`src/rtl/axi4lite_cmd_master.sv`:
```
// Single-outstanding AXI4-Lite master: converts a valid/ready command stream into
// AXI4-Lite reads and writes and returns exactly one response per command.
module axi4lite_cmd_master #(
  parameter int unsigned ADDR_W  = 2,
  parameter int unsigned DATA_W  = 8,
  parameter int unsigned TIMEOUT = 16
) (
  input  logic              m_axi_aclk,
  input  logic              m_axi_areset,
  input  logic              cmd_valid,
  output logic              cmd_ready,
  input  logic              cmd_write,
  input  logic [ADDR_W-1:0] cmd_addr,
  input  logic [DATA_W-1:0] cmd_wdata,
  output logic              rsp_valid,
  input  logic              rsp_ready,
  output logic              rsp_write,
  output logic [DATA_W-1:0] rsp_rdata,
  output logic [1:0]        rsp_resp,
  output logic [ADDR_W-1:0] m_axi_awaddr,
  output logic              m_axi_awvalid,
  input  logic              m_axi_awready,
  output logic [DATA_W-1:0] m_axi_wdata,
  output logic              m_axi_wstrb,
  output logic              m_axi_wvalid,
  input  logic              m_axi_wready,
  input  logic [1:0]        m_axi_bresp,
  input  logic              m_axi_bvalid,
  output logic              m_axi_bready,
  output logic [ADDR_W-1:0] m_axi_araddr,
  output logic              m_axi_arvalid,
  input  logic              m_axi_arready,
  input  logic [DATA_W-1:0] m_axi_rdata,
  input  logic [1:0]        m_axi_rresp,
  input  logic              m_axi_rvalid,
  output logic              m_axi_rready
);

  localparam int unsigned CNT_W        = (TIMEOUT > 2) ? $clog2(TIMEOUT) : 1;
  localparam logic [1:0]  RESP_TIMEOUT = 2'b11;

  typedef enum logic [2:0] {IDLE, WR, WR_B, RD_AR, RD_R, RSP} state_t;

  state_t state_q, state_d;

  logic [CNT_W-1:0]  cnt_q, cnt_d, cnt_inc_c;
  logic              aw_done_q, aw_done_d, w_done_q, w_done_d;
  logic              cmd_ready_d, rsp_valid_d, rsp_write_d;
  logic [DATA_W-1:0] rsp_rdata_d, wdata_d;
  logic [1:0]        rsp_resp_d;
  logic [ADDR_W-1:0] awaddr_d, araddr_d;
  logic              awvalid_d, wvalid_d, wstrb_d, bready_d, arvalid_d, rready_d;

  logic accept_c, aw_hs_c, w_hs_c, b_hs_c, ar_hs_c, r_hs_c, rsp_hs_c;
  logic wr_both_c, expire_c;

  assign accept_c  = cmd_valid & cmd_ready;
  assign aw_hs_c   = m_axi_awvalid & m_axi_awready;
  assign w_hs_c    = m_axi_wvalid & m_axi_wready;
  assign b_hs_c    = m_axi_bvalid & m_axi_bready;
  assign ar_hs_c   = m_axi_arvalid & m_axi_arready;
  assign r_hs_c    = m_axi_rvalid & m_axi_rready;
  assign rsp_hs_c  = rsp_valid & rsp_ready;
  assign wr_both_c = (aw_done_q | aw_hs_c) & (w_done_q | w_hs_c);

  // Watchdog fires on the last allowed cycle; the count saturates instead of wrapping.
  assign expire_c  = (TIMEOUT != 0) && (cnt_q == CNT_W'(TIMEOUT - 1));
  assign cnt_inc_c = (cnt_q == {CNT_W{1'b1}}) ? cnt_q : cnt_q + CNT_W'(1);

  // State and output registers
  always_ff @(posedge m_axi_aclk) begin
    if (m_axi_areset) begin
      state_q       <= IDLE;
      cnt_q         <= '0;
      aw_done_q     <= 1'b0;
      w_done_q      <= 1'b0;
      cmd_ready     <= 1'b1;
      rsp_valid     <= 1'b0;
      rsp_write     <= 1'b0;
      rsp_rdata     <= '0;
      rsp_resp      <= '0;
      m_axi_awaddr  <= '0;
      m_axi_awvalid <= 1'b0;
      m_axi_wdata   <= '0;
      m_axi_wstrb   <= 1'b0;
      m_axi_wvalid  <= 1'b0;
      m_axi_bready  <= 1'b0;
      m_axi_araddr  <= '0;
      m_axi_arvalid <= 1'b0;
      m_axi_rready  <= 1'b0;
    end else begin
      state_q       <= state_d;
      cnt_q         <= cnt_d;
      aw_done_q     <= aw_done_d;
      w_done_q      <= w_done_d;
      cmd_ready     <= cmd_ready_d;
      rsp_valid     <= rsp_valid_d;
      rsp_write     <= rsp_write_d;
      rsp_rdata     <= rsp_rdata_d;
      rsp_resp      <= rsp_resp_d;
      m_axi_awaddr  <= awaddr_d;
      m_axi_awvalid <= awvalid_d;
      m_axi_wdata   <= wdata_d;
      m_axi_wstrb   <= wstrb_d;
      m_axi_wvalid  <= wvalid_d;
      m_axi_bready  <= bready_d;
      m_axi_araddr  <= araddr_d;
      m_axi_arvalid <= arvalid_d;
      m_axi_rready  <= rready_d;
    end
  end

  // Next-state logic
  always_comb begin
    state_d = state_q;
    case (state_q)
      IDLE:  if (accept_c) state_d = cmd_write ? WR : RD_AR;
      WR:    if (wr_both_c) state_d = WR_B;
             else if (expire_c) state_d = RSP;
      WR_B:  if (b_hs_c || expire_c) state_d = RSP;
      RD_AR: if (ar_hs_c) state_d = RD_R;
             else if (expire_c) state_d = RSP;
      RD_R:  if (r_hs_c || expire_c) state_d = RSP;
      RSP:   if (rsp_hs_c) state_d = IDLE;
      default: state_d = IDLE;
    endcase
  end

  // Next values of the registered outputs; everything holds unless changed below
  always_comb begin
    cnt_d       = cnt_q;
    aw_done_d   = aw_done_q;
    w_done_d    = w_done_q;
    cmd_ready_d = cmd_ready;
    rsp_valid_d = rsp_valid;
    rsp_write_d = rsp_write;
    rsp_rdata_d = rsp_rdata;
    rsp_resp_d  = rsp_resp;
    awaddr_d    = m_axi_awaddr;
    awvalid_d   = m_axi_awvalid;
    wdata_d     = m_axi_wdata;
    wstrb_d     = m_axi_wstrb;
    wvalid_d    = m_axi_wvalid;
    bready_d    = m_axi_bready;
    araddr_d    = m_axi_araddr;
    arvalid_d   = m_axi_arvalid;
    rready_d    = m_axi_rready;
    case (state_q)
      IDLE: begin
        if (accept_c) begin
          cmd_ready_d = 1'b0;
          cnt_d       = '0;
          if (cmd_write) begin
            awaddr_d  = cmd_addr;
            wdata_d   = cmd_wdata;
            wstrb_d   = 1'b1;
            awvalid_d = 1'b1;
            wvalid_d  = 1'b1;
            aw_done_d = 1'b0;
            w_done_d  = 1'b0;
          end else begin
            araddr_d  = cmd_addr;
            arvalid_d = 1'b1;
          end
        end
      end
      WR: begin
        cnt_d = cnt_inc_c;
        if (aw_hs_c) begin
          awvalid_d = 1'b0;
          aw_done_d = 1'b1;
        end
        if (w_hs_c) begin
          wvalid_d = 1'b0;
          w_done_d = 1'b1;
        end
        if (wr_both_c) begin
          bready_d = 1'b1;
        end else if (expire_c) begin
          awvalid_d   = 1'b0;
          wvalid_d    = 1'b0;
          rsp_valid_d = 1'b1;
          rsp_write_d = 1'b1;
          rsp_rdata_d = '0;
          rsp_resp_d  = RESP_TIMEOUT;
        end
      end
      WR_B: begin
        cnt_d = cnt_inc_c;
        if (b_hs_c || expire_c) begin
          bready_d    = 1'b0;
          rsp_valid_d = 1'b1;
          rsp_write_d = 1'b1;
          rsp_rdata_d = '0;
          rsp_resp_d  = b_hs_c ? m_axi_bresp : RESP_TIMEOUT;
        end
      end
      RD_AR: begin
        cnt_d = cnt_inc_c;
        if (ar_hs_c) begin
          arvalid_d = 1'b0;
          rready_d  = 1'b1;
        end else if (expire_c) begin
          arvalid_d   = 1'b0;
          rsp_valid_d = 1'b1;
          rsp_write_d = 1'b0;
          rsp_rdata_d = '0;
          rsp_resp_d  = RESP_TIMEOUT;
        end
      end
      RD_R: begin
        cnt_d = cnt_inc_c;
        if (r_hs_c || expire_c) begin
          rready_d    = 1'b0;
          rsp_valid_d = 1'b1;
          rsp_write_d = 1'b0;
          rsp_rdata_d = r_hs_c ? m_axi_rdata : '0;
          rsp_resp_d  = r_hs_c ? m_axi_rresp : RESP_TIMEOUT;
        end
      end
      RSP: begin
        if (rsp_hs_c) begin
          rsp_valid_d = 1'b0;
          cmd_ready_d = 1'b1;
        end
      end
      default: ;
    endcase
  end

endmodule

```
`config.mk`:
```
export PLATFORM = sky130hd
export DESIGN_NAME = axi4lite_cmd_master
export DESIGN_NICKNAME = d
export VERILOG_FILES = /design/src/rtl/axi4lite_cmd_master.sv
export SDC_FILE = /design/constraint.sdc
export NUM_CORES = 1
export LEC_CHECK = 0
export BUFFER_PORTS_ARGS = -buffer_cell sky130_fd_sc_hd__buf_2
export CAP_MARGIN = 20
export CORE_UTILIZATION = 45
export CTS_CLUSTER_DIAMETER = 40
export DETAILED_ROUTE_END_ITERATION = 8
export PLACE_DENSITY = 0.8
export SLEW_MARGIN = 5
export SYNTH_ARGS = -nofsm -noshare
export SYNTH_HDL_FRONTEND = slang
export SYNTH_SLANG_ARGS = --single-unit
```
`constraint.sdc`:
```
create_clock -name m_axi_aclk -period 1.81 [get_ports m_axi_aclk]
set_input_delay 0.181 -clock m_axi_aclk [delete_from_list [all_inputs] [get_ports m_axi_aclk]]
set_output_delay 0.181 -clock m_axi_aclk [all_outputs]
set_load 0.005 [all_outputs]
```
### Yosys cells after proc, flatten, opt, wreduce, memory -nomap -nowiden

Cells that the tools add are included.

* output and inout port bits: 31
* flip-flop bits (word level): 40
* input port bits: 32

* equal/unequal tests: 22
* reductions and logical operators: 26
* muxes and demuxes: 68
* bitwise logic cells: 11
* $add $sub $neg: 1

Operators with widths (count)
* 2-to-1 mux 8 bit: 6
* case mux 8 bit (4 select lines): 1
* 2-to-1 mux 1 bit: 31
* != test 2 bit (second input constant): 15
* 2-to-1 mux 3 bit: 7
* AND reduction 3 bit: 7
* case mux 3 bit (6 select lines): 1
* 2-to-1 mux 2 bit: 8
* case mux 1 bit (2 select lines): 8
* AND reduction 4 bit: 4
* nonzero test 2 bit: 6
* AND 1 bit: 8
* 2-to-1 mux 4 bit: 2
* case mux 2 bit (4 select lines): 1
* case mux 4 bit (2 select lines): 1
* AND reduction 7 bit: 1
* == test 3 x 2 -> 1 bit (second input constant): 2
* == test 3 bit (second input constant): 2
* AND reduction 6 bit: 1
* case mux 1 bit (5 select lines): 1
* AND reduction 5 bit: 1
* nonzero test 5 bit: 1
* adder 4 x 1 -> 4 bit (second input constant): 1
* == test 4 bit (second input constant): 1
* other kinds (9): 11

### Depth between registers and ports, before layout

* depth after elaboration: 5
* mapped depth: 6
* depth with buffers taken out: 5

### Worst setup path after synthesis

No wires, ideal clock.

* kind: register to register
* from: register cnt_q[0]
* to: register rsp_rdata[0]
* cell stages (with the launch flop): 6
* arrival: 1.664 ns
* slack: 0.030 ns
* path buffers: 0
* required time: 1.693 ns
* cell sequence: dfxtp_1 ha_1 nand3_4 a31o_4 o41a_4 a22o_1

* word-level cells in the longest chain between the ends: 4

RTL lines
* start: declaration: line 46 `logic [CNT_W-1:0] cnt_q, cnt_d, cnt_inc_c;`
* start signal: assignment: line 93 `cnt_q <= cnt_d;`
* == test 4 bit (*): line 67 `assign expire_c = (TIMEOUT != 0) && (cnt_q == CNT_W'(TIMEOUT - 1));`
* 2-to-1 mux 8 bit, or another cell as far along (2 in series)
* case mux 8 bit (4 select lines) or AND reduction 5 bit (tied branches)
* end signal: assignment: line 99 `rsp_rdata <= rsp_rdata_d;`
* end: declaration: line 18 `output logic [DATA_W-1:0] rsp_rdata,`

Every way passes the cells marked *; elsewhere a longest branch is shown, timed or not. The select of a mux whose other input is x is not followed.
A chain may end at the register's enable or synchronous reset.

### Final worst setup path

* from: register cnt_q[1]
* to: register rsp_rdata[5]

Same word-level chain as after synthesis.

==> flow_summary.json <==
{
  "vias": 1854,
  "wl_per_cell_um": 14.02,
  "end_kind": "flop",
  "hp-class": "in2reg",
  "tritoncts": "built",
  "cts_resized": 1,
  "yosys.area.top_type": "dfxtp_1",
  "die_w_um": 66.37,
  "crit_path_max_fanout": 8,
  "ant_nets": 0,
  "crit_arrival_ps": 1950,
  "antenna_found_initial": 0,
  "grt_max_degree": 20,
  "p_leak_uw": 0.001192,
  "ioPinCount": 63,
  "peakVddDrop_mv": 0.7959,
  "status": "completed",
  "place_hpwl_um": 3628,
  "post_drt_via_cell_ratio": 5.469,
  "grt_pass1_wl_um": 7852,
  "cts_hold_buf": 0,
  "synth.top_cell.area_share_pct": 42.95,
  "area_delta_synth_final_pct": 33.42,
  "drive_gt1_share_pct": 36.33,
  "cts.path.max_buffers": 2,
  "first_pass_iters": 4,
  "tightestPinTransition_ps": 419.8,
  "p_switching_uw": 1213,
  "fp.dieArea_um2": 4404,
  "antenna_cells": 0,
  "synthCells": 205,
  "grt_pass1_vias": 1700,
  "grtUsageTotal_pct": 24.01,
  "synth_nets": 238,
  "synthFlopType": "dfxtp_1",
  "synth_seq_cells": 40,
  "final.setup_skew_ps": 5.968,
  "netlist_area_um2": 1864,
  "clock-root-buffer": "clkbuf_8",
  "post-route-util_pct": 62.18,
  "worstPathCellList": "ha_4 > nand3_4 > a31o_4 > o41a_4 > a22o_1",
  "cts_buffers": 5,
  "crit_path_top_delay_cell": "o41a_4",
  "post_cts_buffers": 0,
  "cp-start-kind": "flop",
  "clock-sinks": 40,
  "initial_core_util_pct": 46.61,
  "clk-insertion-delay-late_ps": 300,
  "hold_viol_final": 0,
  "drt-initial-drc-count": 105,
  "rows": 23,
  "pwr-share-comb_pct": 45.6,
  "p_seq_share_pct": 35.3,
  "drv_slew": 0,
  "synth.distinct_cells": 50,
  "die_h_um": 66.37,
  "fmax_mhz": 569.4,
  "drv_cap": 0,
  "rsz0062_at_grt": "false",
  "finalNetCount": 321,
  "port_buffers": 62,
  "synth_seq_area_share_pct": 42.95,
  "htree_levels": 2,
  "path_clk_slew_ps": 80,
  "p_int_uw": 2083,
  "netSwitchingFraction_pct": 36.81,
  "criticalPathCategory": "reg2reg",
  "clkPwrFrac_pct": 19.2,
  "drc_errors": 0,
  "min_period_ps": 1756,
  "ys_warn_count": 0,
  "fin_total_pwr_uw": 3296,
  "setup_viol_count_final": 0,
  "synthTopCellsByCount": "40 x dfxtp_1, 26 x nor2_1, 19 x nand2_1, 14 x mux2i_1, 11 x a21oi_1",
  "pwr_density_cell_nw_per_um2": 1325,
  "synthTopCellsByArea": "dfxtp_1 43%, mux2i_1 7.5%, nor2_1 5.2%",
  "fin_crit_sh_pct": 97.03,
  "worstPathRequired_ps": 2000,
  "core_um2": 4000,
  "synth.most_common_cell": "dfxtp_1",
  "whs_ps": 97.73,
  "nFillCells": 339,
  "slew_headroom_pct": 71.75,
  "gp_congestion": 0.9024,
  "synth.avg_cell_area_um2": 9.094,
  "overflow": 0,
  "async_flop_share_pct": 0,
  "wirelength_um": 4752,
  "slowest_delay_ps": 470,
  "synth_edf_count": 0
}
-- power by group through the flow --
stage               Clock (µW)  Sequential, µW  Combinational, µW
floorplan                    0            1140                914
global placement             0            1170               1450
detailed placement           0            1170               1470
CTS                        651            1160               1480
global route               692            1180               1640
finish                     631            1160               1500
-- area by class of cell --
cell class,instances,area (µm²),area share [%]
clock buffer,7,86.33,3.471
clock inverter,1,7.507,0.3018
inverter,5,18.77,0.7545
multi-input combinational,151,1016,40.84
sequential,40,800.8,32.19
tap,50,62.56,2.515
timing repair buffer,85,495.5,19.92
-- through the flow --
step	TNS [ps]	cell area [µm²]	instances	setup WS (ps)
after floorplan	0	1864	205	29.51
after global placement	0	2381	331	41.51
after detailed placement	-170.3	2381	331	-34.17
after CTS	0	2477	339	10.00
after global routing	0	2487	339	15.79
final	0	2487	339	53.81
-- worst paths after layout --
check,startpoint,slack [ps],cells past startpoint,to
hold / removal,m_axi_rdata[7],100,2,rsp_rdata[7]
setup / recovery,cnt_q[1],50,5,rsp_rdata[5]
setup reg to reg,cnt_q[1],50,5,rsp_rdata[5]
hold reg to reg,m_axi_wstrb,450,2,m_axi_wstrb
-- worst max-delay path, delay by kind of cell (launching register included) --
kind            cells  cell delay, ps
compound gates      3             940
simple gates        1             100
fa+ha+maj           1             200
flops               1             400
-- registers in the layout, indices dropped and copies added (netlist names), 2 cells and up --
signal,cells
cnt_q,4
m_axi_araddr,2
m_axi_awaddr,2
m_axi_wdata,8
rsp_rdata,8
rsp_resp,2
state_q,3
-- layout by cell type, fill, tap and decap left out, drive strengths merged, types with 2 or more instances in the layout --
master,synthesis,routed
a311oi,2,2
o21ai,5,5
buf,5,85
mux2,2,2
a31oi,4,4
o21a,2,2
inv,5,5
a31o,3,3
nor2,26,26
nand2,19,19
mux2i,14,14
a21o,2,2
and3,3,3
a211oi,3,3
o211a,2,2
a22o,8,8
dfxtp,40,40
nand2b,3,3
a21oi,11,11
nand3,8,8
o22ai,4,4
nand4,3,3
clkbuf,4,7
nor3b,2,2
nor3,8,8
nor4,2,2
-- cell families after synthesis --
kind of cell / share of synthesized area, %
AOI/OAI and AO/OA: 21.54
adders and majority gates: 0.6710
buffers and inverters: 3.221
DFF: 42.95
muxes: 8.725
and+or+nand+nor: 22.89
-- routing by layer --
layer / up-vias / part of all wire, % / track usage, %
met5: - / 0 / 0
met4: 0 / 1.7 / 9.840
met3: 6 / 7.0 / 6.379
met2: 71 / 45 / 36.73
met1: 853 / 46 / 31.66
li1: 924 / - / -
Power figures use the tool's default switching activity.
